`src/rtl/mem_stage_pkg.sv`:
```
// Shared types and constants for the MEM pipeline stage.
//   OPC_LOAD / OPC_STORE : major opcodes that route through the data cache
//   load_funct3_e        : load width/extension selectors (LB..LWU)
//   store_funct3_e       : store width selectors (SB..SD)
//   mem_state_e          : stage FSM states
//   control_signals_struct : control bundle carried from execute to writeback
package mem_stage_pkg;

  localparam logic [6:0] OPC_LOAD  = 7'b0000011;
  localparam logic [6:0] OPC_STORE = 7'b0100011;

  typedef enum logic [2:0] {
    LB  = 3'b000,
    LH  = 3'b001,
    LW  = 3'b010,
    LD  = 3'b011,
    LBU = 3'b100,
    LHU = 3'b101,
    LWU = 3'b110
  } load_funct3_e;

  typedef enum logic [2:0] {
    SB = 3'b000,
    SH = 3'b001,
    SW = 3'b010,
    SD = 3'b011
  } store_funct3_e;

  typedef enum logic [1:0] {
    IDLE = 2'd0,
    REQ  = 2'd1,
    WAIT = 2'd2,
    DONE = 2'd3
  } mem_state_e;

  typedef struct packed {
    logic [6:0]  opcode;
    logic [31:0] instruction;
    logic        jump_signal;
    logic        reg_write;
    logic        mem_to_reg;
  } control_signals_struct;

  // Byte-enable pattern for an access of the given size, anchored at lane 0.
  function automatic logic [7:0] store_base_strobe(input logic [1:0] size);
    logic [7:0] strb;
    case (store_funct3_e'({1'b0, size}))
      SB:      strb = 8'h01;
      SH:      strb = 8'h03;
      SW:      strb = 8'h0F;
      default: strb = 8'hFF;
    endcase
    return strb;
  endfunction

endpackage

```
`src/rtl/load_store_align.sv`:
```
// Combinational byte-lane alignment for the MEM stage.
//   is_load/is_store : access kind
//   funct3           : width/extension selector
//   lane             : byte offset within the 8-byte word (addr[2:0])
//   store_data       : rs2 value, shifted into lane position -> wdata
//   wstrb            : byte strobes, lanes past 7 are dropped
//   load_raw         : raw cache word, shifted down and extended -> load_data
//   illegal          : funct3 not valid for this access kind
//   misalign_trap    : access is not size-aligned; only asserted when
//                      MEM_MISALIGN_TRAP_EN is defined, otherwise tied 0
module load_store_align
  import mem_stage_pkg::*;
(
  input  logic        is_load,
  input  logic        is_store,
  input  logic [2:0]  funct3,
  input  logic [2:0]  lane,
  input  logic [63:0] store_data,
  input  logic [63:0] load_raw,
  output logic [63:0] wdata,
  output logic [7:0]  wstrb,
  output logic [63:0] load_data,
  output logic        illegal,
  output logic        misalign_trap
);

  logic [5:0]  bit_shift;
  logic [63:0] shifted;

  always_comb begin
    bit_shift = {lane, 3'b000};
    wdata     = store_data << bit_shift;
    wstrb     = store_base_strobe(funct3[1:0]) << lane;
    shifted   = load_raw >> bit_shift;
    case (load_funct3_e'(funct3))
      LB:      load_data = {{56{shifted[7]}},  shifted[7:0]};
      LH:      load_data = {{48{shifted[15]}}, shifted[15:0]};
      LW:      load_data = {{32{shifted[31]}}, shifted[31:0]};
      LD:      load_data = shifted;
      LBU:     load_data = {56'd0, shifted[7:0]};
      LHU:     load_data = {48'd0, shifted[15:0]};
      LWU:     load_data = {32'd0, shifted[31:0]};
      default: load_data = '0;
    endcase
    illegal = (is_load && (funct3 == 3'b111)) || (is_store && funct3[2]);
  end

`ifdef MEM_MISALIGN_TRAP_EN
  // A size-aligned access can never straddle the 8-byte boundary, so the
  // alignment test also covers the boundary-crossing case.
  logic misaligned;

  always_comb begin
    case (funct3[1:0])
      2'b00:   misaligned = 1'b0;
      2'b01:   misaligned = lane[0];
      2'b10:   misaligned = |lane[1:0];
      default: misaligned = |lane;
    endcase
    misalign_trap = (is_load || is_store) && misaligned;
  end
`else
  assign misalign_trap = 1'b0;
`endif

endmodule

```
`src/rtl/memory_access_stage.sv`:
```
// Pipeline MEM stage between execute and writeback.
// Captures the ALU result, rs2 and control bundle when memory_enable is seen,
// runs loads/stores through a request/response handshake to the data cache,
// and presents results to writeback with memory_done until memory_enable drops.
// Ports:
//   clk, reset (async, active-low)
//   alu_data_in, reg_b_contents, control_signals, memory_enable : from execute
//   dcache_req_valid/ready, dcache_addr/we/wdata/wstrb            : cache request
//   dcache_resp_valid, dcache_rdata                                : cache response
//   mem_data_out, alu_data_out, control_signals_out, memory_done   : to writeback
//   mem_fault : misaligned access trapped (MEM_MISALIGN_TRAP_EN builds only)
// Optional feature macro: MEM_MISALIGN_TRAP_EN
module memory_access_stage
  import mem_stage_pkg::*;
#(
  parameter int unsigned ADDR_WIDTH = 64,
  parameter int unsigned DATA_WIDTH = 64
) (
  input  logic                    clk,
  input  logic                    reset,
  input  logic [63:0]             alu_data_in,
  input  logic [63:0]             reg_b_contents,
  input  control_signals_struct   control_signals,
  input  logic                    memory_enable,
  output logic                    dcache_req_valid,
  input  logic                    dcache_req_ready,
  output logic [ADDR_WIDTH-1:0]   dcache_addr,
  output logic                    dcache_we,
  output logic [DATA_WIDTH-1:0]   dcache_wdata,
  output logic [DATA_WIDTH/8-1:0] dcache_wstrb,
  input  logic                    dcache_resp_valid,
  input  logic [DATA_WIDTH-1:0]   dcache_rdata,
  output logic [DATA_WIDTH-1:0]   mem_data_out,
  output logic [63:0]             alu_data_out,
  output control_signals_struct   control_signals_out,
  output logic                    memory_done,
  output logic                    mem_fault
);

  mem_state_e                state_q, state_d;
  logic                      req_valid_q, req_valid_d;
  logic [ADDR_WIDTH-1:0]     addr_q, addr_d;
  logic                      we_q, we_d;
  logic [DATA_WIDTH-1:0]     wdata_q, wdata_d;
  logic [DATA_WIDTH/8-1:0]   wstrb_q, wstrb_d;
  logic [DATA_WIDTH-1:0]     mem_data_q, mem_data_d;
  logic [63:0]               alu_q, alu_d;
  control_signals_struct     ctrl_q, ctrl_d;
  logic                      done_q, done_d;
  logic                      fault_q, fault_d;

  // In IDLE the align unit decodes the incoming instruction to decide on
  // issue; afterwards it decodes the captured one so the load extension
  // in WAIT uses the latched funct3 and lane.
  logic [6:0]  sel_opcode;
  logic [2:0]  sel_funct3;
  logic [2:0]  sel_lane;
  logic        is_load, is_store, is_mem;
  logic [63:0] al_wdata, al_load_data;
  logic [7:0]  al_wstrb;
  logic        al_illegal, al_trap;

  always_comb begin
    if (state_q == IDLE) begin
      sel_opcode = control_signals.opcode;
      sel_funct3 = control_signals.instruction[14:12];
      sel_lane   = alu_data_in[2:0];
    end else begin
      sel_opcode = ctrl_q.opcode;
      sel_funct3 = ctrl_q.instruction[14:12];
      sel_lane   = alu_q[2:0];
    end
    is_load  = (sel_opcode == OPC_LOAD);
    is_store = (sel_opcode == OPC_STORE);
    is_mem   = is_load || is_store;
  end

  load_store_align u_align (
    .is_load       (is_load),
    .is_store      (is_store),
    .funct3        (sel_funct3),
    .lane          (sel_lane),
    .store_data    (reg_b_contents),
    .load_raw      (dcache_rdata),
    .wdata         (al_wdata),
    .wstrb         (al_wstrb),
    .load_data     (al_load_data),
    .illegal       (al_illegal),
    .misalign_trap (al_trap)
  );

  always_comb begin
    state_d     = state_q;
    req_valid_d = req_valid_q;
    addr_d      = addr_q;
    we_d        = we_q;
    wdata_d     = wdata_q;
    wstrb_d     = wstrb_q;
    mem_data_d  = mem_data_q;
    alu_d       = alu_q;
    ctrl_d      = ctrl_q;
    done_d      = done_q;
    fault_d     = fault_q;
    case (state_q)
      IDLE: begin
        if (memory_enable) begin
          alu_d      = alu_data_in;
          ctrl_d     = control_signals;
          mem_data_d = '0;
          fault_d    = 1'b0;
          if (is_mem && !al_illegal && !al_trap) begin
            req_valid_d = 1'b1;
            addr_d      = alu_data_in[ADDR_WIDTH-1:0];
            we_d        = is_store;
            wdata_d     = is_store ? al_wdata : '0;
            wstrb_d     = is_store ? al_wstrb : '0;
            state_d     = REQ;
          end else begin
            fault_d = is_mem && !al_illegal && al_trap;
            done_d  = 1'b1;
            state_d = DONE;
          end
        end
      end
      REQ: begin
        if (dcache_req_ready) begin
          req_valid_d = 1'b0;
          state_d     = WAIT;
        end
      end
      WAIT: begin
        if (dcache_resp_valid) begin
          mem_data_d = is_load ? al_load_data : '0;
          done_d     = 1'b1;
          state_d    = DONE;
        end
      end
      DONE: begin
        if (!memory_enable) begin
          done_d  = 1'b0;
          state_d = IDLE;
        end
      end
      default: state_d = IDLE;
    endcase
  end

  always_ff @(posedge clk or negedge reset) begin
    if (!reset) begin
      state_q     <= IDLE;
      req_valid_q <= 1'b0;
      addr_q      <= '0;
      we_q        <= 1'b0;
      wdata_q     <= '0;
      wstrb_q     <= '0;
      mem_data_q  <= '0;
      alu_q       <= '0;
      ctrl_q      <= '0;
      done_q      <= 1'b0;
      fault_q     <= 1'b0;
    end else begin
      state_q     <= state_d;
      req_valid_q <= req_valid_d;
      addr_q      <= addr_d;
      we_q        <= we_d;
      wdata_q     <= wdata_d;
      wstrb_q     <= wstrb_d;
      mem_data_q  <= mem_data_d;
      alu_q       <= alu_d;
      ctrl_q      <= ctrl_d;
      done_q      <= done_d;
      fault_q     <= fault_d;
    end
  end

  assign dcache_req_valid    = req_valid_q;
  assign dcache_addr         = addr_q;
  assign dcache_we           = we_q;
  assign dcache_wdata        = wdata_q;
  assign dcache_wstrb        = wstrb_q;
  assign mem_data_out        = mem_data_q;
  assign alu_data_out        = alu_q;
  assign control_signals_out = ctrl_q;
  assign memory_done         = done_q;
  assign mem_fault           = fault_q;

endmodule

```
`config.mk`:
```
export PLATFORM = sky130hd
export DESIGN_NAME = memory_access_stage
export DESIGN_NICKNAME = d
export VERILOG_FILES = /design/src/rtl/mem_stage_pkg.sv /design/src/rtl/load_store_align.sv /design/src/rtl/memory_access_stage.sv
export SDC_FILE = /design/constraint.sdc
export NUM_CORES = 1
export LEC_CHECK = 0
export ABC_AREA = 1
export BUFFER_PORTS_ARGS = -buffer_cell sky130_fd_sc_hd__buf_2
export CORE_ASPECT_RATIO = 1.5
export CORE_MARGIN = 1.5
export CORE_UTILIZATION = 30
export DETAILED_ROUTE_END_ITERATION = 6
export GPL_ROUTABILITY_DRIVEN = 0
export MAX_ROUTING_LAYER = met4
export PLACE_DENSITY_LB_ADDON = 0.05
export SKIP_LAST_GASP = 1
export SYNTH_ARGS = -nofsm -noshare
export SYNTH_HDL_FRONTEND = slang
export SYNTH_SLANG_ARGS = --single-unit
```
`constraint.sdc`:
```
create_clock -name clk -period 1.92 [get_ports clk]
set_input_delay 0.384 -clock clk [delete_from_list [all_inputs] [get_ports clk]]
set_output_delay 0.384 -clock clk [all_outputs]
set_load 0.01 [all_outputs]
```
* Word-level counts from Yosys, hierarchy flattened
Index checks and enable logic that the tools add are counted. Widths: inputs -> output; s select.
Cells by class: add/sub/neg operators 0, multiply operators 0, divide/modulo/power cells 0, order comparisons 0, eq/ne operators 20, shift operators 3, muxes and demuxes 26, bitwise gates (word level) 0, reduce and logical (&&, ||, !) cells 18
Operators with widths (count):
- $pmux 64 s7 | 1
- $mux 64 | 4
- $pmux 64 s2 | 1
- $shl 64x6->64 | 1
- $shr 64x6->64 | 1
- $pmux 8 s3 | 1
- $eq 3x3->1 const B | 4
- $mux 2 | 5
- $ne 2x2->1 const B | 5
- $mux 8 | 1
- $pmux 2 s4 | 1
- $reduce_and 4->1 | 2
- $shl 8x3->8 | 1
- $eq 7x2->1 const B | 1
- $eq 7x6->1 const B | 1
- $mux 1 | 7
- $mux 7 | 1
- $eq 2x2->1 const B | 3
- $eq 3x2->1 const B | 2
- $mux 3 | 2
- $reduce_and 3->1 | 2
- $reduce_and 5->1 | 1
- $eq 2x1->1 const B | 2
- $logic_not 2->1 | 2
- 11 further kinds | 15
Word-level totals: bits in registers 311, bits in latches 0, bits in writable memories 0, memory bits (read-only) 0, input bits 239, output and inout port bits 310, logic and storage cells 81, memories 0

* Logic depth before layout (Yosys ltp)
word-level depth 10, gate-level depth with buffers 17, mapped depth without buffers 14

* Cells and area by module
From an unflattened synthesis, not the netlist that was laid out.
Second synthesis, totals: cell total of the unflattened synthesis 2272, area, all modules 16854.9 um^2
Modules (own cells, without submodules):
- memory_access_stage | instances 1, cells an instance 1401, area each 12512.0 um^2, seq. area each 7807.5 um^2
- load_store_align | instances 1, cells an instance 871, area each 4342.9 um^2, seq. area each 0.0 um^2

* Worst setup path before layout
Ideal clock, no wire load.
path kind flip-flop to flip-flop, start point register state_q[0], end point register wdata_q[4], in the netlist dcache_wdata[4], library setup time 0.117 ns, data arrival time 1.992 ns, data required time 1.803 ns, setup slack -0.190 ns, cell stages (with the launch flop) 14, cell sequence dfrtp_1 > inv_1 > ha_1 > buf_6 > o21ai_1 > inv_2 > nand2_2 > nand3b_1 > nor2_4 > nand2_4 > buf_4 > buf_4 > nand2_1 > nand2_1
On the way: cells in the longest elaborated chain, start to end 8, elaborated cells on any way between the ends 16, those cells by class eq/ne: 3; shift: 1; mux: 4; reduce/logical: 8
RTL lines:
- start, declared | line memory_access_stage.sv:40 | mem_state_e state_q, state_d;
- start signal, assigned | line memory_access_stage.sv:162 | state_q <= state_d;
- $logic_not 2->1 * | line memory_access_stage.sv:64, memory_access_stage.sv:104
- parallel branches: the longest is 7 deep, another holds $shl 64x6->64
- end signal, assigned | line memory_access_stage.sv:166 | wdata_q <= wdata_d;
- end, declared | line memory_access_stage.sv:44 | logic [DATA_WIDTH-1:0] wdata_q, wdata_d;
Mark *: on every way between the ends. A chain may end at the register's enable or synchronous reset.

* Worst setup path after layout
start point register state_q[0], end point register addr_q[40], in the netlist dcache_addr[40]
On the way: cells in the longest elaborated chain, start to end 8, elaborated cells on any way between the ends 13, those cells by class eq/ne: 3; mux: 2; reduce/logical: 8
RTL lines:
- $logic_not 2->1 * | line memory_access_stage.sv:64, memory_access_stage.sv:104
- $mux 7 or $mux 3 (tied branches) | line memory_access_stage.sv:64 | if (state_q == IDLE) begin
- $eq 7x2->1, or another cell as far along | line memory_access_stage.sv:73 | is_load = (sel_opcode == OPC_LOAD);
- $logic_and 1x1->1 | line load_store_align.sv:45 | illegal = (is_load && (funct3 == 3'b111)) || (is_store && funct3[2]);
- $logic_or 1x1->1 | line load_store_align.sv:45
- $logic_not 1->1
- $logic_and 1x1->1
- $reduce_and 3->1 (no source line) *
- end signal, assigned | line memory_access_stage.sv:164 | addr_q <= addr_d;
- end, declared | line memory_access_stage.sv:42 | logic [ADDR_WIDTH-1:0] addr_q, addr_d;
Mark *: on every way between the ends. The rest lies on a longest branch, timed or not.

==> flow_summary.toml <==
[synth]
synth_edf_count = 0
synth.distinct_cells = 35
ys.flop_type = "dfrtp_1"
yosys.area.top_type = "dfrtp_1"
ys_seq_area_frac = 0.472
syn_inst = 2287
syn-num-nets = 2530
syn-mean-instance-area_um2 = 7.21
yosys-top-cells-count = "nand2_1, dfrtp_1, o21ai_0"
yosysMostFrequentCell = "nand2_1"
synthTopCellsByArea = "dfrtp_1, nand2_1, o21ai_0"
ys_async_sr_fraction = 1.00
synth_seq_cells = 311
synth_warnings = 0
syn_area_um2 = 16500
yosysTopAreaCellShare = 0.472

[setup_path]
cp_slowest_cell = "dfrtp_1"
arrival_ns = 2.69
critPathMaxStageDelay_ns = 0.39
endpoint_kind = "register"
cp-start-kind = "register"
crit_chain = "inv_2 -> ha_4 -> buf_4 -> nand2_1 -> nand2_2 -> inv_4 -> nor2_4 -> nand2_2 -> nand3b_1 -> nor2_4 -> nand2_8 -> clkinv_16 -> clkbuf_16 -> nand2_1 -> nand2_1"
crit_fanout = 20
critPathKind = "reg2reg"
cp.required_ns = 2.38
crit_top_cell = "nand2_1"

[cells_and_area]
utilization = 0.442
syn_to_final_growth_pct = 46.2
nNetsFinal = 3246
drive_gt1_frac = 0.311

[detailed_routing]
wire_per_inst_um = 20.1
ant_nets = 0
via_per_inst = 4.86
via_count = 18100
dr.pass1.iters = 5
drtIter0Drc = 1016
drt-total-wl_mm = 74.9
drc = 0

[timing]
fin_crit_sh = 1.17
rsz0062_at_grt = "yes"
setup_viol = 202
finalHoldViolCount = 0
drv_slew = 0
holdWs_ns = 0.0206
fin_crit_ns = 2.24
setup_slack_ns = -0.317
finClkSkew_ns = 0.0205
clock.fmax_mhz = 447

[floorplanning]
die_height_um = 290
die_x_um = 194
num_rows = 105
core_um2 = 54500
initial_utilization = 0.302
io_pins = 549
die-area_um2 = 56400

[clock_tree]
cts-buffers-inserted = 36
cts_max_path_buffers = 3
clk_pin_slew_ns = 0.07
cts_tree = "built"
clk_latency_ns = 0.58
htreeDepth = 2
cts-root-buf = "clkbuf_16"
cts.sinks = 311

[run_status]
violations = "setup timing"
status = "finished, violations left"

[run]
max_cap_violations = 0

[global_routing]
antenna_found_initial = 8
grt_first_pass_wirelength_mm = 112
grt_use_total = 0.267
grt_pass1_vias = 18300
grt_max_degree = 67
overflow = 0

[placed_design]
hpwl_mm = 54.9
port_buffers = 547
dp_slack_ns = -0.496

[pwr]
ir_drop_v = 0.000744
p_leak_nw = 13.5
p_per_area_nw_per_um2 = 1660

[min_path]
hold_path_class = "in2reg"
## logic make-up (layout without fill, tap and decap cells)
logic type / count (synthesis) / after routing / synth area share
simple gates: 1439 / 1439 / 0.354
flops: 311 / 311 / 0.472
compound gates: 284 / 284 / 0.0929
buf+inv: 248 / 988 / 0.0773
fa+ha+maj: 4 / 4 / 0.00304
other cells: 1 / 11 / 0.000228
## placed cells by master, fill, tap and decap left out, types with 8 or more instances in the layout
cell,n
nand2_1,1121
buf_2,546
dfrtp_1,311
buf_4,170
o21ai_0,156
nand3_1,145
inv_1,76
o21ai_1,65
nor2_1,48
nand4_1,48
dlygate4sd3_1,46
buf_12,46
clkbuf_16,41
nand2_2,31
o211ai_1,30
a21oi_1,16
buf_16,12
o21ai_2,11
diode_2,10
nand3_2,10
nor3_1,9
buf_6,8
## worst max-delay path, delay by kind of cell (launching register included)
kind          cells  cell delay (ns)
simple gates      9             0.90
buf+inv           5             0.63
flops             1             0.39
fa+ha+maj         1             0.20
## metrics by stage
stage	power, W	setup TNS (ns)	instances	area (um^2)
2_1_floorplan	0.0215	-17.56	2287	16700
3_3_place_gp	0.0304	-77.91	3586	21500
3_5_place_dp	0.0304	-80.52	3586	21500
4_1_cts	0.0398	-53.51	3712	23800
5_1_grt	0.0430	-79.55	3729	24100
6_report	0.0401	-52.95	3732	24100
## state kept, by name, indices dropped and copies added, names as in the netlist
register             flops
alu_data_out            64
dcache_addr             64
dcache_wdata            64
mem_data_out            64
control_signals_out     42
dcache_wstrb             8
state_q                  2
dcache_req_valid         1
dcache_we                1
memory_done              1
## routing by layer
metal	vias up	routed length (um)	track usage
met2	641	37700	0.455
met5	-	0	-
met1	8556	27500	0.282
met3	167	4640	0.0561
li1	8756	-	-
met4	0	5160	0.168
## what timing repair did
item / 4_1_cts / 5_1_grt
buffers inserted: 10 / 5
hold endpoints to repair: 178 / 0
pin swaps: 18 / 6
hold buffers: 46 / 0
cloned: 8 / 5
setup endpoints to repair: 204 / 204
gates resized for setup: 74 / 34
## path summary, 6_finish.rpt
check / start / endpoint / slack (ns) / depth (start not counted)
worst max-delay path: state_q[0] / dcache_addr[40] / -0.32 / 15
worst min-delay path: control_signals[0] / control_signals_out[0] / 0.02 / 3
worst max register to register: state_q[0] / dcache_addr[40] / -0.32 / 15
worst min register to register: mem_data_out[4] / mem_data_out[4] / 0.47 / 2
max in group asynchronous: reset / dcache_wdata[54] / 0.92 / 3
min in group asynchronous: reset / mem_data_out[55] / 0.30 / 2
## cell type report
cell class              instances  area [um^2]
fillers                      5654        30400
flip-flops and latches        311         7780
multi-input cells            1728         7750
repair buffers                838         6010
clock buffers                  48         1010
well taps                     695          870
inverters                      88          382
clock inverters                14          267
diodes                         10         25.0
## where the power goes
| group | internal, W | total (W) | switching [W] |
|---|---|---|---|
| Combinational | 0.00977 | 0.0234 | 0.0136 |
| Clock | 0.00442 | 0.00754 | 0.00312 |
| Sequential | 0.00817 | 0.00913 | 0.000954 |
| Total | 0.0224 | 0.0401 | 0.0177 |
Power figures use the tool's default switching activity.
